==> src/rtl/product_stream_reader_if.sv <==
// Valid/ready stream carrying one product from the bank, tagged with its row/column indices.
interface product_stream_if #(
  parameter int ACC_WIDTH = 16,
  parameter int IW        = 2,
  parameter int JW        = 2
);
  logic                 valid;
  logic                 ready;
  logic [ACC_WIDTH-1:0] data;
  logic [IW-1:0]        row;
  logic [JW-1:0]        col;
  logic                 last;

  modport master (output valid, data, row, col, last, input ready);
  modport slave  (input valid, data, row, col, last, output ready);
endinterface

==> src/rtl/product_stream_reader.sv <==
// Scans the N_IN x N_SEL product bank on a start pulse and streams each product with its indices,
// flagging any bank write that lands while the scan is running.
module product_stream_reader #(
  parameter int N_IN      = 4,
  parameter int N_SEL     = 4,
  parameter int ACC_WIDTH = 16,
  parameter int IW        = (N_IN > 1) ? $clog2(N_IN) : 1,
  parameter int JW        = (N_SEL > 1) ? $clog2(N_SEL) : 1
) (
  input  logic                           clk,
  input  logic                           rst_n,
  input  logic                           start,
  input  logic [N_IN*N_SEL*ACC_WIDTH-1:0] prod_in,
  input  logic [N_SEL-1:0]               bank_we,
  output logic                           busy,
  output logic                           done,
  output logic                           hazard,
  product_stream_if.master               out
);

  typedef enum logic [1:0] {S_IDLE, S_STREAM, S_DONE} state_t;

  state_t               state, state_next;
  logic [IW-1:0]        i, i_next;
  logic [JW-1:0]        j, j_next;
  logic                 load;
  logic                 at_last;
  logic [ACC_WIDTH-1:0] data_q;
  logic                 hazard_q;
  logic [ACC_WIDTH-1:0] prod_arr [N_IN][N_SEL];

  // Element (i,j) sits at flat offset (i*N_SEL + j)*ACC_WIDTH.
  for (genvar gi = 0; gi < N_IN; gi++) begin : g_row
    for (genvar gj = 0; gj < N_SEL; gj++) begin : g_col
      assign prod_arr[gi][gj] = prod_in[(gi*N_SEL+gj)*ACC_WIDTH +: ACC_WIDTH];
    end
  end

  assign at_last = (i == IW'(N_IN-1)) && (j == JW'(N_SEL-1));

  always_comb begin
    state_next = state;
    i_next     = i;
    j_next     = j;
    load       = 1'b0;
    case (state)
      S_IDLE: begin
        if (start) begin
          i_next     = '0;
          j_next     = '0;
          load       = 1'b1;
          state_next = S_STREAM;
        end
      end
      S_STREAM: begin
        if (out.ready) begin
          if (at_last) begin
            state_next = S_DONE;
          end else begin
            load = 1'b1;
            if (j == JW'(N_SEL-1)) begin
              j_next = '0;
              i_next = i + 1'b1;
            end else begin
              j_next = j + 1'b1;
            end
          end
        end
      end
      S_DONE: begin
        state_next = S_IDLE;
      end
      default: begin
        state_next = S_IDLE;
      end
    endcase
  end

  always_ff @(posedge clk or negedge rst_n) begin
    if (!rst_n) begin
      state    <= S_IDLE;
      i        <= '0;
      j        <= '0;
      data_q   <= '0;
      hazard_q <= 1'b0;
    end else begin
      state <= state_next;
      i     <= i_next;
      j     <= j_next;
      if (load) begin
        data_q <= prod_arr[i_next][j_next];
      end
      // An accepted start clears the flag; busy is still low then, so a same-cycle write is ignored.
      if (state == S_IDLE && start) begin
        hazard_q <= 1'b0;
      end else if (busy && (|bank_we)) begin
        hazard_q <= 1'b1;
      end
    end
  end

  assign busy      = (state == S_STREAM);
  assign done      = (state == S_DONE);
  assign hazard    = hazard_q;
  assign out.valid = (state == S_STREAM);
  assign out.data  = data_q;
  assign out.row   = i;
  assign out.col   = j;
  assign out.last  = (state == S_STREAM) && at_last;

endmodule

==> src/flat_wrapper.sv <==
// flat-port wrapper written by rule: the top's interface ports become plain ports
module product_stream_reader_flat 
#(
  parameter int N_IN      = 4,
  parameter int N_SEL     = 4,
  parameter int ACC_WIDTH = 16,
  parameter int IW        = (N_IN > 1) ? $clog2(N_IN) : 1,
  parameter int JW        = (N_SEL > 1) ? $clog2(N_SEL) : 1
)
  (clk, rst_n, start, prod_in, bank_we, busy, done, hazard, out_valid, out_data, out_row, out_col, out_last, out_ready);
  product_stream_if #(.ACC_WIDTH(ACC_WIDTH), .IW(IW), .JW(JW)) out_i ();
  input  logic clk;
  input  logic rst_n;
  input  logic start;
  input  logic [N_IN*N_SEL*ACC_WIDTH-1:0] prod_in;
  input  logic [N_SEL-1:0] bank_we;
  output logic busy;
  output logic done;
  output logic hazard;
  output wire logic [$bits(out_i.valid)-1:0] out_valid;
  output wire logic [$bits(out_i.data)-1:0] out_data;
  output wire logic [$bits(out_i.row)-1:0] out_row;
  output wire logic [$bits(out_i.col)-1:0] out_col;
  output wire logic [$bits(out_i.last)-1:0] out_last;
  input wire logic [$bits(out_i.ready)-1:0] out_ready;
  assign out_valid = out_i.valid;
  assign out_data = out_i.data;
  assign out_row = out_i.row;
  assign out_col = out_i.col;
  assign out_last = out_i.last;
  assign out_i.ready = out_ready;
  product_stream_reader #(.N_IN(N_IN), .N_SEL(N_SEL), .ACC_WIDTH(ACC_WIDTH), .IW(IW), .JW(JW)) u_core (.clk(clk), .rst_n(rst_n), .start(start), .prod_in(prod_in), .bank_we(bank_we), .busy(busy), .done(done), .hazard(hazard), .out(out_i));
endmodule
==> config.mk <==
export PLATFORM = sky130hd
export DESIGN_NAME = product_stream_reader_flat
export DESIGN_NICKNAME = d
export VERILOG_FILES = /design/src/rtl/product_stream_reader_if.sv /design/src/rtl/product_stream_reader.sv /design/src/flat_wrapper.sv
export SDC_FILE = /design/constraint.sdc
export NUM_CORES = 1
export LEC_CHECK = 0
export BUFFER_PORTS_ARGS = -buffer_cell sky130_fd_sc_hd__buf_2
export CAP_MARGIN = 20
export CORE_AREA = 2 2 112 114
export CTS_CLUSTER_SIZE = 20
export DETAILED_ROUTE_END_ITERATION = 8
export DIE_AREA = 0 0 114 116
export GPL_ROUTABILITY_DRIVEN = 0
export REMOVE_ABC_BUFFERS = 1
export SLEW_MARGIN = 30
export SYNTH_ARGS = -nofsm -noshare
export SYNTH_HDL_FRONTEND = slang
export SYNTH_SLANG_ARGS = --single-unit
export TNS_END_PERCENT = 50
==> constraint.sdc <==
create_clock -name clk -period 2.7 [get_ports clk]
set_clock_uncertainty 0.05 [all_clocks]
set_input_delay 0.135 -clock clk [delete_from_list [all_inputs] [get_ports clk]]
set_output_delay 0.135 -clock clk [all_outputs]
set_load 0.01 [all_outputs]
==> impl_metrics.py <==
metrics = {
    "worst_setup_path": {
        "worstPathArrival_ns": 2.58,
        "cp-startpoint": "u_core.out.col[0]",
        "crit_path_top_delay_cell": "a2111oi_0",
        "r2r_start": "u_core.out.col[0]",
        "cp-start-kind": "flip-flop",
        "worstPathMaxFanout": 6,
        "end_kind": "flip-flop",
        "worstSetupPathType": "reg2reg",
        "crit_chain": "ha_1 > and2_1 > o221ai_2 > and2_2 > inv_4 > a2111oi_0 > nor4_1 > and4_1",
        "cp_data_required_time_ns": 2.80,
        "slowest_delay_ns": 0.45,
    },
    "placed_design": {
        "placed_area_sq_um": 4870,
        "dpl_worst_slack_ns": 0.113,
        "hpwlAfterDp_um": 12500,
        "numPortBuffers": 288,
    },
    "cts": {
        "cts_num_sinks": 23,
        "root_buffer": "clkbuf_16",
        "cts_setup_buffers": 0,
        "cts_buffer_depth": 2,
        "path_clk_slew_ns": 0.06,
        "insertion_delay_ns": 0.26,
        "h-tree-depth": 1,
        "cts_made_buffers": 3,
        "cts_tree": "yes",
    },
    "timing": {
        "slew_viol_final": 0,
        "hold_slack_ns": 0.0891,
        "hold_violations": 0,
        "slew_headroom_pct": 57.4,
        "rsz0062_at_grt": "false",
        "setup_viol": 0,
        "fin_crit_ns": 2.48,
        "setup-tns-final_ns": 0,
        "max_freq_mhz": 403,
        "setup_slack_ns": 0.217,
        "worstMarginPinSlew_ns": 0.639,
        "fin_crit_sh_pct": 92.0,
    },
    "global_route": {
        "grtUsageTotal_pct": 22.0,
        "grt_pass1_wl_um": 22700,
        "grt_max_degree": 47,
        "grt_pass1_vias": 4394,
        "antenna_found_initial": 2,
        "grt-ovfl-total": 0,
    },
    "final_layout": {
        "final_util_pct": 41.7,
        "fillers": 1230,
        "area_growth_pct": 54.5,
        "drive_above_1_share_pct": 50.7,
        "fin_area_sq_um": 4970,
        "nNetsFinal": 937,
    },
    "logic_synthesis": {
        "synth_cell_types": 47,
        "yosysSeqAreaShare_pct": 17.9,
        "synth_seq_cells": 23,
        "netlist_area_sq_um": 3220,
        "synthCells": 390,
        "synth_edf_count": 0,
        "syn_area_per_cell_sq_um": 8.25,
        "async_flop_share_pct": 100,
        "yosysWarnings": 0,
        "ys.flop_type": "dfrtp_1",
    },
    "die": {
        "core-area_sq_um": 11900,
        "die_h_um": 116,
        "fp-row-count": 40,
        "initial_core_util_pct": 27.0,
        "dieArea_sq_um": 13200,
        "die_w_um": 114,
        "io_pins": 289,
    },
    "detailed_routing": {
        "routed_wl_um": 15300,
        "drc": 0,
        "vias_per_cell": 5.35,
        "drtAntennaViolNets": 0,
        "wl_per_cell_um": 18.7,
        "drt_iter0_drc": 246,
        "vias": 4378,
        "drtPass1Iterations": 5,
    },
    "status": {
        "outcome": "finished clean",
    },
    "pwr": {
        "swShare_pct": 50.1,
        "internal_power_mw": 2.34,
        "pwr_density_cell_nw_per_um2": 943,
        "ir_worst_vdd_v": 0.000435,
        "pwr-share-comb_pct": 79.0,
        "seq_power_share_pct": 13.7,
        "p_leak_nw": 2.55,
        "p_clk_share_pct": 7.3,
        "p_sw_mw": 2.35,
    },
    "worst_hold_path": {
        "hold_path_class": "in2reg",
        "hold_start": "out_ready",
    },
    "job": {
        "cap_viol_max_count": 0,
    },
}
==> power groups by stage <==
stage                     clock network (mW)  logic (mW)  registers [mW]
after floorplan                            0        2.27           0.701
after global placement                     0        3.64           0.643
after detailed placement                   0        3.71           0.645
after CTS                              0.354        3.72           0.639
after global routing                   0.365        4.02           0.663
final                                  0.342        3.70           0.641
==> final cells by class <==
cell class	instances	area (sq um)	share of cell area, %
Multi-Input combinational cell	324	2420	48.7
Timing Repair Buffer	314	1690	34.0
Sequential cell	23	576	11.6
Tap cell	147	184	3.70
Clock buffer	4	78.8	1.59
Inverter	5	21.3	0.428
Antenna cell	1	2.50	0.0503
==> kinds of logic after synthesis <==
kind of cell             share of synthesized area, %
flip-flops                                       17.9
adder cells (fa/ha/maj)                         0.777
multiplexers                                     23.9
AND/OR/NAND/NOR                                  23.8
AO/OA/AOI/OAI                                    25.7
buffers and inverters                            7.89
==> synthesized netlist by cell type, drive strengths merged (9+ instances only) <==
cell type | number | area, sq um
a221oi | 15 | 188
dfrtp | 23 | 576
nand3 | 19 | 95.1
buf | 29 | 196
and4 | 16 | 140
o211ai | 17 | 128
clkbuf | 9 | 38.8
nor2 | 21 | 86.3
a32oi | 31 | 272
nand2 | 71 | 269
mux2i | 77 | 771
a31oi | 16 | 100
==> worst paths after layout <==
| kind | end | slack (ns) | cells after the start |
|---|---|---|---|
| worst max-delay path | u_core.out.data[0] | 0.22 | 8 |
| worst min-delay path | u_core.state[0] | 0.09 | 2 |
| worst max register to register | u_core.out.data[0] | 0.22 | 8 |
| worst min register to register | u_core.hazard | 0.44 | 2 |
| max in group asynchronous | u_core.out.data[12] | 1.80 | 2 |
| min in group asynchronous | u_core.out.data[9] | 0.39 | 2 |
==> stage by stage <==
step / std cells / power (mW)
floorplan: 352 / 2.97
global placement: 812 / 4.28
detailed placement: 812 / 4.36
CTS: 817 / 4.72
global route: 818 / 5.05
finish: 818 / 4.69
==> cells in the final DEF (no fill, tap or decap), drive strengths merged, types with 2 or more instances in the layout <==
master and instances:
nor3b 2, nor2 21, and4 16, and2 2, a32oi 31, a221oi 15
inv 5, clkbuf 4, nand3 19, ha 2, nor3 2, buf 313
a2111oi 3, nand2 71, o211ai 17, dfrtp 23, mux2i 77, nor2b 2
and3b 2, o21ai 4, and3 8, nor4 2, a31oi 16
==> critical path, delay by kind of cell, from the launching register on <==
kind	cells	cell delay, ns
adder cells (fa/ha/maj)	1	0.27
AO/OA/AOI/OAI	2	0.73
buffers and inverters	1	0.08
AND/OR/NAND/NOR	4	0.81
flip-flops	1	0.43
==> sequential cells by signal, summed over array words and instances (netlist names) <==
register	flops
u_core.out.col	2
u_core.hazard	1
u_core.state	2
u_core.out.data	16
u_core.out.row	2
==> per-layer routing <==
| layer | up-vias | routed length [um] | GRT usage [%] |
|---|---|---|---|
| met5 | - | 13 | 0 |
| met4 | 2 | 258 | 4.47 |
| met3 | 22 | 1320 | 4.71 |
| met2 | 214 | 7760 | 39.9 |
| met1 | 2058 | 5970 | 27.0 |
| li1 | 2082 | - | - |
==> what timing repair did <==
item / in CTS / in global routing
endpoints found under the hold margin: 23 / 0
endpoints found under the setup margin: 0 / 1
hold buffers: 1 / 0
gates resized for setup: 0 / 1
Note: power is estimated with default switching activity, not from simulation.
